[src/rtl/systolic_sched_pkg.sv]
// Shared types and sizing helpers for the systolic MAC sequencer.
// Optional perf counter: SYSTOLIC_SCHED_PERF_EN.
package systolic_sched_pkg;

  typedef enum logic [1:0] {
    IDLE,
    LOAD,
    COMPUTE,
    DONE
  } state_t;

  localparam int DEF_SIZE   = 16;
  localparam int DEF_KDEPTH = 16;
  localparam int KLEN_W     = $clog2(DEF_KDEPTH) + 1;
  localparam int CNT_W      = KLEN_W;
  localparam int T_W        = $clog2(DEF_KDEPTH + 2 * DEF_SIZE);

  function automatic int compute_len(input int k, input int size);
    return k + 2 * size - 2;
  endfunction

endpackage

[src/rtl/systolic_skew_gen.sv]
// Diagonal read-enable skew for one operand's FIFO bank.
// Reads aimed at empty FIFOs are dropped and flagged.
module systolic_skew_gen
  import systolic_sched_pkg::*;
#(
  parameter int SIZE = DEF_SIZE,
  parameter int KW   = KLEN_W,
  parameter int TW   = T_W
) (
  input  logic [TW-1:0]   t,
  input  logic [KW-1:0]   k,
  input  logic            active,
  input  logic [SIZE-1:0] empty,
  output logic [SIZE-1:0] ren,
  output logic            hit
);

  logic [SIZE-1:0] sched;

  always_comb begin
    sched = '0;
    for (int i = 0; i < SIZE; i++) begin
      sched[i] = active
        && (int'(t) >= i)
        && (int'(t) < i + int'(k));
    end
    ren = sched & ~empty;
    hit = |(sched & empty);
  end

endmodule

[src/rtl/systolic_sched.sv]
// Load/compute sequencer for the systolic MAC array.
// Define SYSTOLIC_SCHED_PERF_EN to add the perf_cycles counter.
module systolic_sched
  import systolic_sched_pkg::*;
#(
  parameter int SIZE   = DEF_SIZE,
  parameter int KDEPTH = DEF_KDEPTH
) (
  input  logic                    clk,
  input  logic                    rst,
  input  logic                    start,
  input  logic [$clog2(KDEPTH):0] k_len,
  input  logic                    x_send_val,
  output logic                    x_send_rdy,
  input  logic                    w_send_val,
  output logic                    w_send_rdy,
  output logic [SIZE-1:0]         x_fifo_wen,
  output logic [SIZE-1:0]         x_fifo_ren,
  input  logic [SIZE-1:0]         x_fifo_full,
  input  logic [SIZE-1:0]         x_fifo_empty,
  output logic [SIZE-1:0]         w_fifo_wen,
  output logic [SIZE-1:0]         w_fifo_ren,
  input  logic [SIZE-1:0]         w_fifo_full,
  input  logic [SIZE-1:0]         w_fifo_empty,
  output logic                    mac_en,
  output logic                    acc_clr,
  output logic                    busy,
  output logic                    done,
  output logic                    underflow
`ifdef SYSTOLIC_SCHED_PERF_EN
  ,
  output logic [31:0]             perf_cycles
`endif
);

  localparam int KW = $clog2(KDEPTH) + 1;
  localparam int TW = $clog2(KDEPTH + 2 * SIZE);

  state_t        state, state_n;
  logic [KW-1:0] k_q, x_cnt, w_cnt;
  logic [TW-1:0] t, t_last;
  logic          go, x_fire, w_fire;
  logic          x_hit, w_hit, uf_q;

  assign go         = (state == IDLE) && start && (k_len != '0);
  assign x_send_rdy = (state == LOAD) && (x_cnt < k_q) && ~|x_fifo_full;
  assign w_send_rdy = (state == LOAD) && (w_cnt < k_q) && ~|w_fifo_full;
  assign x_fire     = x_send_val && x_send_rdy;
  assign w_fire     = w_send_val && w_send_rdy;
  assign x_fifo_wen = {SIZE{x_fire}};
  assign w_fifo_wen = {SIZE{w_fire}};
  assign t_last     = TW'(compute_len(int'(k_q), SIZE) - 1);

  assign mac_en    = (state == COMPUTE);
  assign acc_clr   = go;
  assign busy      = (state != IDLE);
  assign done      = (state == DONE);
  assign underflow = uf_q;

  systolic_skew_gen #(.SIZE(SIZE), .KW(KW), .TW(TW)) u_x_skew (
    .t      (t),
    .k      (k_q),
    .active (mac_en),
    .empty  (x_fifo_empty),
    .ren    (x_fifo_ren),
    .hit    (x_hit)
  );

  systolic_skew_gen #(.SIZE(SIZE), .KW(KW), .TW(TW)) u_w_skew (
    .t      (t),
    .k      (k_q),
    .active (mac_en),
    .empty  (w_fifo_empty),
    .ren    (w_fifo_ren),
    .hit    (w_hit)
  );

  always_comb begin
    state_n = state;
    unique case (state)
      IDLE:    if (go) state_n = LOAD;
      LOAD:    if (x_cnt == k_q && w_cnt == k_q) state_n = COMPUTE;
      COMPUTE: if (t == t_last) state_n = DONE;
      DONE:    state_n = IDLE;
      default: state_n = IDLE;
    endcase
  end

  always_ff @(posedge clk or negedge rst) begin
    if (!rst) begin
      state <= IDLE;
      k_q   <= '0;
      x_cnt <= '0;
      w_cnt <= '0;
      t     <= '0;
      uf_q  <= 1'b0;
    end else begin
      state <= state_n;
      if (go) begin
        k_q   <= k_len;
        x_cnt <= '0;
        w_cnt <= '0;
      end else begin
        if (x_fire) x_cnt <= x_cnt + 1'b1;
        if (w_fire) w_cnt <= w_cnt + 1'b1;
      end
      t <= (state == COMPUTE) ? t + 1'b1 : '0;
      if (go) uf_q <= 1'b0;
      else if (x_hit || w_hit) uf_q <= 1'b1;
    end
  end

`ifdef SYSTOLIC_SCHED_PERF_EN
  always_ff @(posedge clk or negedge rst) begin
    if (!rst) perf_cycles <= '0;
    else if (go) perf_cycles <= '0;
    else if (busy && ~&perf_cycles) perf_cycles <= perf_cycles + 1'b1;
  end
`endif

endmodule

[config.mk]
export PLATFORM = sky130hd
export DESIGN_NAME = systolic_sched
export DESIGN_NICKNAME = d
export VERILOG_FILES = /design/src/rtl/systolic_sched_pkg.sv /design/src/rtl/systolic_skew_gen.sv /design/src/rtl/systolic_sched.sv
export SDC_FILE = /design/constraint.sdc
export NUM_CORES = 1
export LEC_CHECK = 0
export ABC_AREA = 1
export CORE_MARGIN = 3
export CORE_UTILIZATION = 49
export CTS_BUF_LIST = sky130_fd_sc_hd__clkbuf_16
export DETAILED_ROUTE_END_ITERATION = 10
export GPL_TIMING_DRIVEN = 1
export MAX_ROUTING_LAYER = met4
export PLACE_DENSITY = 0.83
export SYNTH_ARGS = -nofsm -noshare
export SYNTH_HDL_FRONTEND = slang
export SYNTH_SLANG_ARGS = --single-unit
[constraint.sdc]
create_clock -name clk -period 4.8 [get_ports clk]
set_input_delay 0.96 -clock clk [delete_from_list [all_inputs] [get_ports clk]]
set_output_delay 0.96 -clock clk [all_outputs]
set_load 0.05 [all_outputs]
==> flow_metrics.env <==
export IMPL_run_status="complete, no violations"
export IMPL_slew_headroom_pct=40.9
export IMPL_synthCells=734
export IMPL_fmax_mhz=220
export IMPL_multiInputGateArea_um2=3460
export IMPL_async_reset_ff_share_pct=100
export IMPL_syn_num_nets=906
export IMPL_viasPerCell=5.29
export IMPL_yosysSeqAreaShare_pct=12.7
export IMPL_ys_types=38
export IMPL_start_util_pct=50.9
export IMPL_crit_top_cell="nand2_1"
export IMPL_finalWirelength_mm=14.8
export IMPL_whs_ps=510
export IMPL_clk_path_buf_depth=2
export IMPL_p_leak_uw=0.00334
export IMPL_regArea_um2=602
export IMPL_worstSetupPathType="flip-flop to primary output"
export IMPL_die_h_um=104
export IMPL_layout_drive_gt1_share_pct=8.27
export IMPL_grt_pass1_vias=5231
export IMPL_synth_flop_cell="dfrtp_1"
export IMPL_fill_cells=841
export IMPL_critPathSlowestCell="clkdlybuf4s50_1"
export IMPL_hold_viol=0
export IMPL_ctsRootBufferMaster="clkbuf_16"
export IMPL_fp_row_count=35
export IMPL_yosysWarnings=0
export IMPL_synth_avg_cell_area_um2=6.46
export IMPL_grt_max_degree=25
export IMPL_maxCapViolCount=0
export IMPL_cp_start_kind="flip-flop"
export IMPL_postRouteAntennaNets=0
export IMPL_first_pass_iters=5
export IMPL_clkLatencyLatePin_ps=270
export IMPL_drv_slew=0
export IMPL_die_x_um=104
export IMPL_rsz0062_at_grt="no"
export IMPL_cp_num_cells=13
export IMPL_hp_class="flip-flop to flip-flop"
export IMPL_ir_worst_vdd_mv=0.279
export IMPL_yosys_area_top_type="ha_1"
export IMPL_setup_viol=0
export IMPL_hold_path_depth=1
export IMPL_power_density_nw_per_um2=421
export IMPL_fp_coreArea_um2=9330
export IMPL_grt_pass1_wl_mm=24.1
export IMPL_slowest_delay_ps=810
export IMPL_yosysTopAreaCellShare_pct=25.9
export IMPL_ios=145
export IMPL_endpoint_kind="primary output"
export IMPL_arrival_ps=3580
export IMPL_ys_ff_latch=24
export IMPL_crit_buf_inv=3
export IMPL_worstPathCellList="inv_1 > ha_1 > nand2_1 > nand2_1 > xor2_1 > inv_1 > ha_1 > a21oi_1 > nand2_1 > nand2_1 > nand2_1 > nor2_1 > clkdlybuf4s50_1"
export IMPL_fin_worst_skew_ps=6.47
export IMPL_fin_crit_sh_pct=94.6
export IMPL_globalRouteOverflowTotal=0
export IMPL_die_area_um2=10900
export IMPL_cts_htree_levels=1
export IMPL_track_usage_pct=27.2
export IMPL_num_nets_final=1019
export IMPL_path_max_fanout=11
export IMPL_gp_congestion=0.989
export IMPL_rr_startpoint="k_q[2]$_DFFE_PN0P_"
export IMPL_post_drt_wl_per_cell_um=15.1
export IMPL_synth_area_leaders="ha_1, nand2_1, dfrtp_1, inv_1, nor2_1"
export IMPL_io_buffers=144
export IMPL_worst_slew_pin_slew_ps=886
export IMPL_post_route_min_period_ps=4540
export IMPL_worst_ep_required_time_ps=3840
export IMPL_worstHoldStart="t[0]$_DFF_PN0_"
export IMPL_cts_setup_buffers=0
export IMPL_ctsHoldBuffers=0
export IMPL_syn_area_um2=4740
export IMPL_n_antenna_cell=0
export IMPL_hpwl_mm=12.2
export IMPL_grt_antenna_before_repair=0
export IMPL_r2r_cells=17
export IMPL_drtIter0Drc=338
export IMPL_drc=0
export IMPL_crit_start="k_q[2]$_DFFE_PN0P_"
export IMPL_synth_edf_count=0
export IMPL_cts_clk_slew_worst_paths_ps=80
export IMPL_setup_tns_ps=0
export IMPL_clkSinkCount=24
export IMPL_area_delta_synth_final_pct=32.9
export IMPL_vias=5155
export IMPL_path_delay_family="buffers and inverters"
export IMPL_numCtsBuffers=3
export IMPL_cts_tree="built"
synth_stat cells, types with 3 or more instances:
library cell  number
o21ai_0           13
buf_2              3
or2_2              5
inv_1             88
xnor2_1            5
nand4_1           10
a21oi_1           40
a21oi_2            3
nand3_1           61
buf_6              3
nor2_1            82
xor2_1            19
nand2_1          197
inv_2              8
dfrtp_1           24
nor4_1            11
buf_4             34
nor3_1             6
ha_1              98
cell type report:
cell class | count | share of cell area [%]
sequential | 24 | 9.54
timing repair buffer | 150 | 25.5
tap | 129 | 2.56
clock inverter | 1 | 0.476
multi-input combinational | 571 | 54.9
clock buffer | 3 | 1.19
inverter | 97 | 5.85
cells in the final DEF, fill, tap and decap left out, drive strengths merged, types with 10 or more instances in the layout:
cell | synthesis | routed
buf | 40 | 38
ha | 98 | 98
o21ai | 15 | 15
clkdlybuf4s50 | 0 | 112
a21oi | 44 | 44
xor2 | 20 | 20
nor4 | 11 | 11
nor2 | 84 | 84
inv | 97 | 97
dfrtp | 24 | 24
nand3 | 62 | 62
nand2 | 198 | 198
nand4 | 10 | 10
state kept, by name, summed over array words and instances (netlist names):
register,flops
k_q,5
state,2
t,6
underflow,1
w_cnt,5
x_cnt,5
kinds of logic after synthesis:
| group | share of synthesized area (%) |
|---|---|
| AND/OR/NAND/NOR | 34.4 |
| buffers and inverters | 14.3 |
| adder cells (fa/ha/maj) | 25.9 |
| AO/OA/AOI/OAI | 7.70 |
| XOR/XNOR | 4.77 |
| flip-flops | 12.7 |
| multiplexers | 0.237 |
power by group:
part	leakage (uW)	internal, uW	switching, uW
combinational	0.00297	725	1320
sequential	0.000316	255	96.9
clock	0.0000511	166	88.5
path summary, 6_finish.rpt:
path,end,slack (ps)
worst min register to register,t[0]$_DFF_PN0_,510
min in group asynchronous,k_q[4]$_DFFE_PN0P_,1060
max in group asynchronous,k_q[3]$_DFFE_PN0P_,3460
worst max-delay path,w_fifo_ren[5],260
worst max register to register,underflow$_DFFE_PN0P_,1830
worst min-delay path,t[0]$_DFF_PN0_,510
per-layer routing:
metal	GRT usage, %	wire, um	vias to the layer above
li1	-	-	2563
met1	32.0	6090	2295
met2	47.4	7030	256
met3	3.04	1110	41
met4	10.8	537	0
met5	-	0	-
stage by stage:
| stage | cell area [um^2] | cells | util (%) | setup slack [ps] | total power, uW |
|---|---|---|---|---|---|
| finish | 6310 | 975 | 67.6 | 258 | 2650 |
| global route | 6310 | 975 | 67.6 | 49.0 | 2940 |
| CTS | 6300 | 975 | 67.6 | 201 | 2640 |
| detailed placement | 6200 | 971 | 66.5 | 528 | 2360 |
| global placement | 6200 | 971 | 66.5 | 532 | 2290 |
| floorplan | 4740 | 734 | - | 1060 | 1780 |
timing repair:
| item | 4_1_cts | 5_1_grt |
|---|---|---|
| gates resized for setup | 0 | 1 |
| endpoints found under the setup margin | 0 | 6 |
| endpoints found under the hold margin | 0 | 0 |
Note: power is estimated with default switching activity, not from simulation.
